===== src/rtl/tdr_pkg.sv =====
// Shared types, width helpers and default timing for the TDR delay-sweep controller.
package tdr_pkg;

    typedef enum logic [2:0] {
        ST_IDLE,
        ST_FIRE,
        ST_WAIT_SAMPLE,
        ST_GUARD,
        ST_EMIT,
        ST_DONE
    } sweep_state_t;

    localparam int unsigned DEF_NUM_TAPS       = 64;
    localparam int unsigned DEF_NUM_AVG        = 16;
    localparam int unsigned DEF_GUARD_CYCLES   = 8;
    localparam int unsigned DEF_TIMEOUT_CYCLES = 255;

    function automatic int unsigned tap_width(input int unsigned num_taps);
        return $clog2(num_taps);
    endfunction

    // Count must hold 0..num_avg inclusive.
    function automatic int unsigned count_width(input int unsigned num_avg);
        return $clog2(num_avg + 1);
    endfunction

    // Interval timer loads (cycles - 1) for whichever interval is longer.
    function automatic int unsigned timer_width(input int unsigned guard_cycles,
                                                input int unsigned timeout_cycles);
        int unsigned longest;
        longest = (guard_cycles > timeout_cycles) ? guard_cycles : timeout_cycles;
        return $clog2(longest);
    endfunction

endpackage


===== src/rtl/tdr_interval_timer.sv =====
// Loadable down-counter; expire_c flags the last cycle of a loaded interval while running.
module tdr_interval_timer #(
    parameter int unsigned WIDTH = 8
) (
    input  logic             clk,
    input  logic             rst,
    input  logic             load,
    input  logic [WIDTH-1:0] load_val,
    input  logic             run,
    output logic             expire_c
);

    logic [WIDTH-1:0] count;

    always_ff @(posedge clk) begin
        if (rst) begin
            count <= '0;
        end else if (load) begin
            count <= load_val;
        end else if (run && (count != '0)) begin
            count <= count - WIDTH'(1);
        end
    end

    assign expire_c = run && (count == '0);

endmodule


===== src/rtl/tdr_sweep_ctrl.sv =====
// Sweeps a TDR core across all sampling taps, averaging NUM_AVG acquisitions per tap.
// Optional threshold fault detection is enabled with macro TDR_SWEEP_THRESH_EN.
module tdr_sweep_ctrl
    import tdr_pkg::*;
#(
    parameter int unsigned NUM_TAPS       = DEF_NUM_TAPS,
    parameter int unsigned NUM_AVG        = DEF_NUM_AVG,
    parameter int unsigned GUARD_CYCLES   = DEF_GUARD_CYCLES,
    parameter int unsigned TIMEOUT_CYCLES = DEF_TIMEOUT_CYCLES
) (
    input  logic                              clk,
    input  logic                              rst,
    input  logic                              start,
    input  logic                              abort,
    output logic                              busy,
    output logic                              done,
    output logic                              timeout_err,
    output logic                              core_enable,
    output logic                              core_trigger,
    output logic [tap_width(NUM_TAPS)-1:0]    core_tap_sel,
    input  logic                              core_sample_valid,
    input  logic                              core_sampled_value,
    output logic                              res_valid,
    input  logic                              res_ready,
    output logic [tap_width(NUM_TAPS)-1:0]    res_tap,
    output logic [count_width(NUM_AVG)-1:0]   res_count
`ifdef TDR_SWEEP_THRESH_EN
    ,
    input  logic [count_width(NUM_AVG)-1:0]   thresh,
    output logic                              fault_found,
    output logic [tap_width(NUM_TAPS)-1:0]    fault_tap
`endif
);

    localparam int unsigned TAP_W = tap_width(NUM_TAPS);
    localparam int unsigned CNT_W = count_width(NUM_AVG);
    localparam int unsigned TMR_W = timer_width(GUARD_CYCLES, TIMEOUT_CYCLES);

    localparam logic [TAP_W-1:0] LAST_TAP     = TAP_W'(NUM_TAPS - 1);
    localparam logic [CNT_W-1:0] LAST_REP     = CNT_W'(NUM_AVG - 1);
    localparam logic [TMR_W-1:0] TIMEOUT_LOAD = TMR_W'(TIMEOUT_CYCLES - 1);
    localparam logic [TMR_W-1:0] GUARD_LOAD   = TMR_W'(GUARD_CYCLES - 1);

    sweep_state_t     state;
    logic [CNT_W-1:0] rep;
    logic [CNT_W-1:0] acc;

    logic             sample_evt_c;
    logic             timeout_evt_c;
    logic             acq_done_c;
    logic             handshake_c;
    logic [CNT_W-1:0] acc_next_c;
    logic             tmr_load_c;
    logic [TMR_W-1:0] tmr_load_val_c;
    logic             tmr_run_c;
    logic             tmr_expire_c;

    // Acquisition events; a valid sample in the timeout cycle wins over the timeout.
    always_comb begin
        sample_evt_c   = (state == ST_WAIT_SAMPLE) && core_sample_valid;
        timeout_evt_c  = (state == ST_WAIT_SAMPLE) && !core_sample_valid && tmr_expire_c;
        acq_done_c     = sample_evt_c || timeout_evt_c;
        handshake_c    = (state == ST_EMIT) && res_valid && res_ready;
        acc_next_c     = acc + CNT_W'(sample_evt_c && core_sampled_value);
        tmr_load_c     = (state == ST_FIRE) || acq_done_c || handshake_c;
        tmr_load_val_c = (state == ST_FIRE) ? TIMEOUT_LOAD : GUARD_LOAD;
        tmr_run_c      = (state == ST_WAIT_SAMPLE) || (state == ST_GUARD);
    end

    tdr_interval_timer #(
        .WIDTH(TMR_W)
    ) u_timer (
        .clk      (clk),
        .rst      (rst),
        .load     (tmr_load_c),
        .load_val (tmr_load_val_c),
        .run      (tmr_run_c),
        .expire_c (tmr_expire_c)
    );

    always_ff @(posedge clk) begin
        if (rst) begin
            state        <= ST_IDLE;
            core_tap_sel <= '0;
            rep          <= '0;
            acc          <= '0;
            busy         <= 1'b0;
            core_enable  <= 1'b0;
            done         <= 1'b0;
            timeout_err  <= 1'b0;
            core_trigger <= 1'b0;
            res_valid    <= 1'b0;
            res_tap      <= '0;
            res_count    <= '0;
        end else if (abort && (state != ST_IDLE)) begin
            state        <= ST_IDLE;
            busy         <= 1'b0;
            core_enable  <= 1'b0;
            core_trigger <= 1'b0;
            res_valid    <= 1'b0;
            done         <= 1'b0;
        end else begin
            core_trigger <= 1'b0;
            done         <= 1'b0;
            unique case (state)
                ST_IDLE: begin
                    if (start) begin
                        state        <= ST_FIRE;
                        core_tap_sel <= '0;
                        rep          <= '0;
                        acc          <= '0;
                        timeout_err  <= 1'b0;
                        busy         <= 1'b1;
                        core_enable  <= 1'b1;
                        core_trigger <= 1'b1;
                    end
                end
                ST_FIRE: begin
                    state <= ST_WAIT_SAMPLE;
                end
                ST_WAIT_SAMPLE: begin
                    if (acq_done_c) begin
                        rep <= rep + CNT_W'(1);
                        acc <= acc_next_c;
                        if (timeout_evt_c) begin
                            timeout_err <= 1'b1;
                        end
                        if (rep == LAST_REP) begin
                            state     <= ST_EMIT;
                            res_valid <= 1'b1;
                            res_tap   <= core_tap_sel;
                            res_count <= acc_next_c;
                        end else begin
                            state <= ST_GUARD;
                        end
                    end
                end
                ST_GUARD: begin
                    if (tmr_expire_c) begin
                        state        <= ST_FIRE;
                        core_trigger <= 1'b1;
                    end
                end
                ST_EMIT: begin
                    // Tap select only moves here, so the next guard lets the core settle.
                    if (handshake_c) begin
                        res_valid <= 1'b0;
                        if (core_tap_sel == LAST_TAP) begin
                            state <= ST_DONE;
                            done  <= 1'b1;
                        end else begin
                            core_tap_sel <= core_tap_sel + TAP_W'(1);
                            rep          <= '0;
                            acc          <= '0;
                            state        <= ST_GUARD;
                        end
                    end
                end
                ST_DONE: begin
                    state       <= ST_IDLE;
                    busy        <= 1'b0;
                    core_enable <= 1'b0;
                end
                default: begin
                    state <= ST_IDLE;
                end
            endcase
        end
    end

`ifdef TDR_SWEEP_THRESH_EN
    // First accepted result at or above thresh is latched for the rest of the sweep.
    always_ff @(posedge clk) begin
        if (rst) begin
            fault_found <= 1'b0;
            fault_tap   <= '0;
        end else if ((state == ST_IDLE) && start) begin
            fault_found <= 1'b0;
            fault_tap   <= '0;
        end else if (handshake_c && !abort && !fault_found && (res_count >= thresh)) begin
            fault_found <= 1'b1;
            fault_tap   <= core_tap_sel;
        end
    end
`else
    // Threshold tracking is compiled out; the sweep path is unchanged.
`endif

endmodule


===== config.mk =====
export PLATFORM = sky130hd
export DESIGN_NAME = tdr_sweep_ctrl
export DESIGN_NICKNAME = d
export VERILOG_FILES = /design/src/rtl/tdr_pkg.sv /design/src/rtl/tdr_interval_timer.sv /design/src/rtl/tdr_sweep_ctrl.sv
export SDC_FILE = /design/constraint.sdc
export NUM_CORES = 1
export LEC_CHECK = 0
export CAP_MARGIN = 20
export CORE_UTILIZATION = 55
export DETAILED_ROUTE_END_ITERATION = 10
export GPL_ROUTABILITY_DRIVEN = 0
export PLACE_DENSITY_LB_ADDON = 0.1
export SLEW_MARGIN = 10
export SYNTH_ARGS = -nofsm -noshare
export SYNTH_HDL_FRONTEND = slang
export SYNTH_SLANG_ARGS = --single-unit
export TNS_END_PERCENT = 50

===== constraint.sdc =====
create_clock -name clk -period 2.7 [get_ports clk]
set_input_delay 0.405 -clock clk [delete_from_list [all_inputs] [get_ports clk]]
set_output_delay 0.405 -clock clk [all_outputs]
set_load 0.03 [all_outputs]

==> flow_metrics.env <==
export IMPL_finalClockSkew_ns=0.00443
export IMPL_fin_crit_sh_pct=80.3
export IMPL_postSynth_asyncResetShare_pct=0
export IMPL_finalSetupTns_ns=0
export IMPL_max_stage_delay_ns=0.47
export IMPL_cts_max_path_buffers=2
export IMPL_die_h_um=66.2
export IMPL_synth_area_top_cells="dfxtp_1, nor2_1, a21oi_1"
export IMPL_yosys_area_top_type="dfxtp_1"
export IMPL_clk_latency_ns=0.30
export IMPL_path_clk_slew_ns=0.08
export IMPL_overflow=0
export IMPL_status="finished clean"
export IMPL_slew_violations=0
export IMPL_post_drt_via_cell_ratio=5.68
export IMPL_crit_buf_inv=1
export IMPL_grt_start_max_net_pins=27
export IMPL_port_buffers=29
export IMPL_crit_type="reg2reg"
export IMPL_finalSetupViolCount=0
export IMPL_cts_resized=0
export IMPL_wl_um=4810
export IMPL_dieArea_mm2=0.00438
export IMPL_place_ws_ns=0.323
export IMPL_grt_usage_pct=25.3
export IMPL_finalNetCount=310
export IMPL_wl_per_cell_um=13.9
export IMPL_yosys_area_share_simple_pct=28.1
export IMPL_finalHoldViolCount=0
export IMPL_ir_drop_v=0.000397
export IMPL_ios=30
export IMPL_grt_pass1_vias=1863
export IMPL_whs_path_depth=2
export IMPL_worstRegToRegCells=7
export IMPL_slowest_stage="or3_1"
export IMPL_diodes=0
export IMPL_cpLargestDelayFamily="simple AND/OR/NAND/NOR gates"
export IMPL_rsz0062_at_grt="no"
export IMPL_crit_chain="inv_1, ha_1, nor4b_4, a211o_2, nand4_2, or3_1, a21oi_1"
export IMPL_hold_class="reg2reg"
export IMPL_leakage_nw=0.955
export IMPL_maxCapViolations=0
export IMPL_post_cts_repair_setup_buffers=0
export IMPL_drcViolationCount=0
export IMPL_fin_area_mm2=0.00271
export IMPL_cts_buffers=5
export IMPL_synth_common_cells="dfxtp_1, nor2_1, nand2_1, a21oi_1, o21ai_0"
export IMPL_synth_xor_area_share_pct=3.10
export IMPL_grt_pass1_wl_um=8420
export IMPL_dp_hpwl_um=3450
export IMPL_p_total_mw=1.76
export IMPL_worstPathRequired_ns=2.94
export IMPL_seq_area_frac_synth_pct=38.0
export IMPL_yosysWarnings=0
export IMPL_synth_mux_area_share_pct=4.98
export IMPL_synth_area_mm2=0.00226
export IMPL_ctsHoldBuffers=0
export IMPL_synth_most_common_cell="dfxtp_1"
export IMPL_num_vias=1960
export IMPL_end_kind="register"
export IMPL_cts_sinks=43
export IMPL_crit_cells=7
export IMPL_start_kind="register"
export IMPL_worstMarginPinSlew_ns=0.634
export IMPL_crit_fanout=17
export IMPL_start_util_pct=59.6
export IMPL_cts_tree="yes"
export IMPL_rows=22
export IMPL_synth_fa_ha_area_share_pct=4.31
export IMPL_drtAntennaViolNets=0
export IMPL_root_buffer="clkbuf_8"
export IMPL_core_mm2=0.00380
export IMPL_fin_crit_ns=2.17
export IMPL_ys_ff_latch=43
export IMPL_critPathArrivalTime_ns=2.41
export IMPL_area_growth_pct=19.8
export IMPL_max_slew_margin_rel_pct=57.7
export IMPL_holdWs_ns=0.468
export IMPL_dr_pass1_iters=4
export IMPL_placed_cell_area_mm2=0.00259
export IMPL_setup_slack_ns=0.533
export IMPL_synth_top_family_by_area="simple AND/OR/NAND/NOR gates"
export IMPL_fmax_mhz=461
export IMPL_synth_compound_area_share_pct=16.7
export IMPL_antenna_found_initial=0
export IMPL_drt_iter0_drc=140
export IMPL_syn_inst=264
export IMPL_synth_cell_types=53
export IMPL_synth_enable_flop_cells=0
export IMPL_synthFlopType="dfxtp_1"
export IMPL_netlist_area_leader_share_pct=38.0
export IMPL_dieWidth_um=66.2
export IMPL_synth_nets=278
export IMPL_powerDensity_mw_per_mm2=649
export IMPL_cts_htree_levels=2
export IMPL_syn_area_per_cell_um2=8.57
export IMPL_drive_gt1_share_pct=11.4
## cell type report
type	count	area, um^2
fillers	313	1090
clock inverters	2	35.0
clock buffers	6	82.6
inverters	7	26.3
repair buffers	37	350
flip-flops and latches	43	861
well taps	48	60.1
multi-input cells	202	1300
## state kept, by name, indices dropped and copies added (netlist names)
register,flops
u_timer.count,8
core_tap_sel,6
res_tap,6
acc,5
rep,5
res_count,5
state,3
core_enable,1
core_trigger,1
done,1
res_valid,1
timeout_err,1
## worst min-delay path, stage by stage, from the launching register on
cell,delay [ns]
dfxtp_1,0.32
nand2_1,0.06
a21oi_1,0.05
## through the flow
| step | std cells | utilization (%) |
|---|---|---|
| 2_1_floorplan | 264 | - |
| 3_3_place_gp | 337 | 68.3 |
| 3_5_place_dp | 337 | 68.3 |
| 4_1_cts | 345 | 71.4 |
| 5_1_grt | 345 | 71.4 |
| 6_report | 345 | 71.4 |
## metal layers
layer  vias to the layer above  wire length (um)  GRT usage, %
li1                        999                 -             -
met1                       898              2260          33.5
met2                        56              2210          39.5
met3                         7               273          6.90
met4                         0                59          8.51
met5                         -                 0             0
## kinds of logic after synthesis
| kind of cell | after synthesis |
|---|---|
| adder cells (fa/ha/maj) | 8 |
| multiplexers | 11 |
| AND/OR/NAND/NOR | 116 |
| XOR/XNOR | 8 |
| flip-flops | 43 |
| buffers and inverters | 19 |
| AO/OA/AOI/OAI | 59 |
## power by group
group          internal (mW)  switching (mW)  total, mW
Clock                  0.299           0.223      0.522
Combinational          0.199           0.292      0.492
Sequential             0.682          0.0633      0.745
Total                   1.18           0.578       1.76
## final timing paths
path	start	to	slack [ns]
worst max-delay path	u_timer.count[0]$_SDFFE_PP0P_	acc[3]$_SDFFE_PP0P_	0.53
worst max register to register	u_timer.count[0]$_SDFFE_PP0P_	acc[3]$_SDFFE_PP0P_	0.53
worst min register to register	acc[0]$_SDFFE_PP0P_	acc[0]$_SDFFE_PP0P_	0.47
worst min-delay path	acc[0]$_SDFFE_PP0P_	acc[0]$_SDFFE_PP0P_	0.47
## cells in the final DEF, fill, tap and decap left out, types with 3 or more instances in the layout
master and count:
dfxtp_1 43, nor2b_1 6, xnor2_1 6, a31oi_1 4, ha_1 7, or2_1 3, and3_1 5, nor3_1 10
a211oi_1 7, o21ai_1 5, buf_4 8, mux2i_1 9, nor2_1 31, clkdlybuf4s50_1 29, clkbuf_8 6, nand2_1 21
nand3_1 7, nand2b_1 7, o21ai_0 11, or3_1 7, a21oi_1 18, inv_1 7
(Power assumes the default switching activity.)
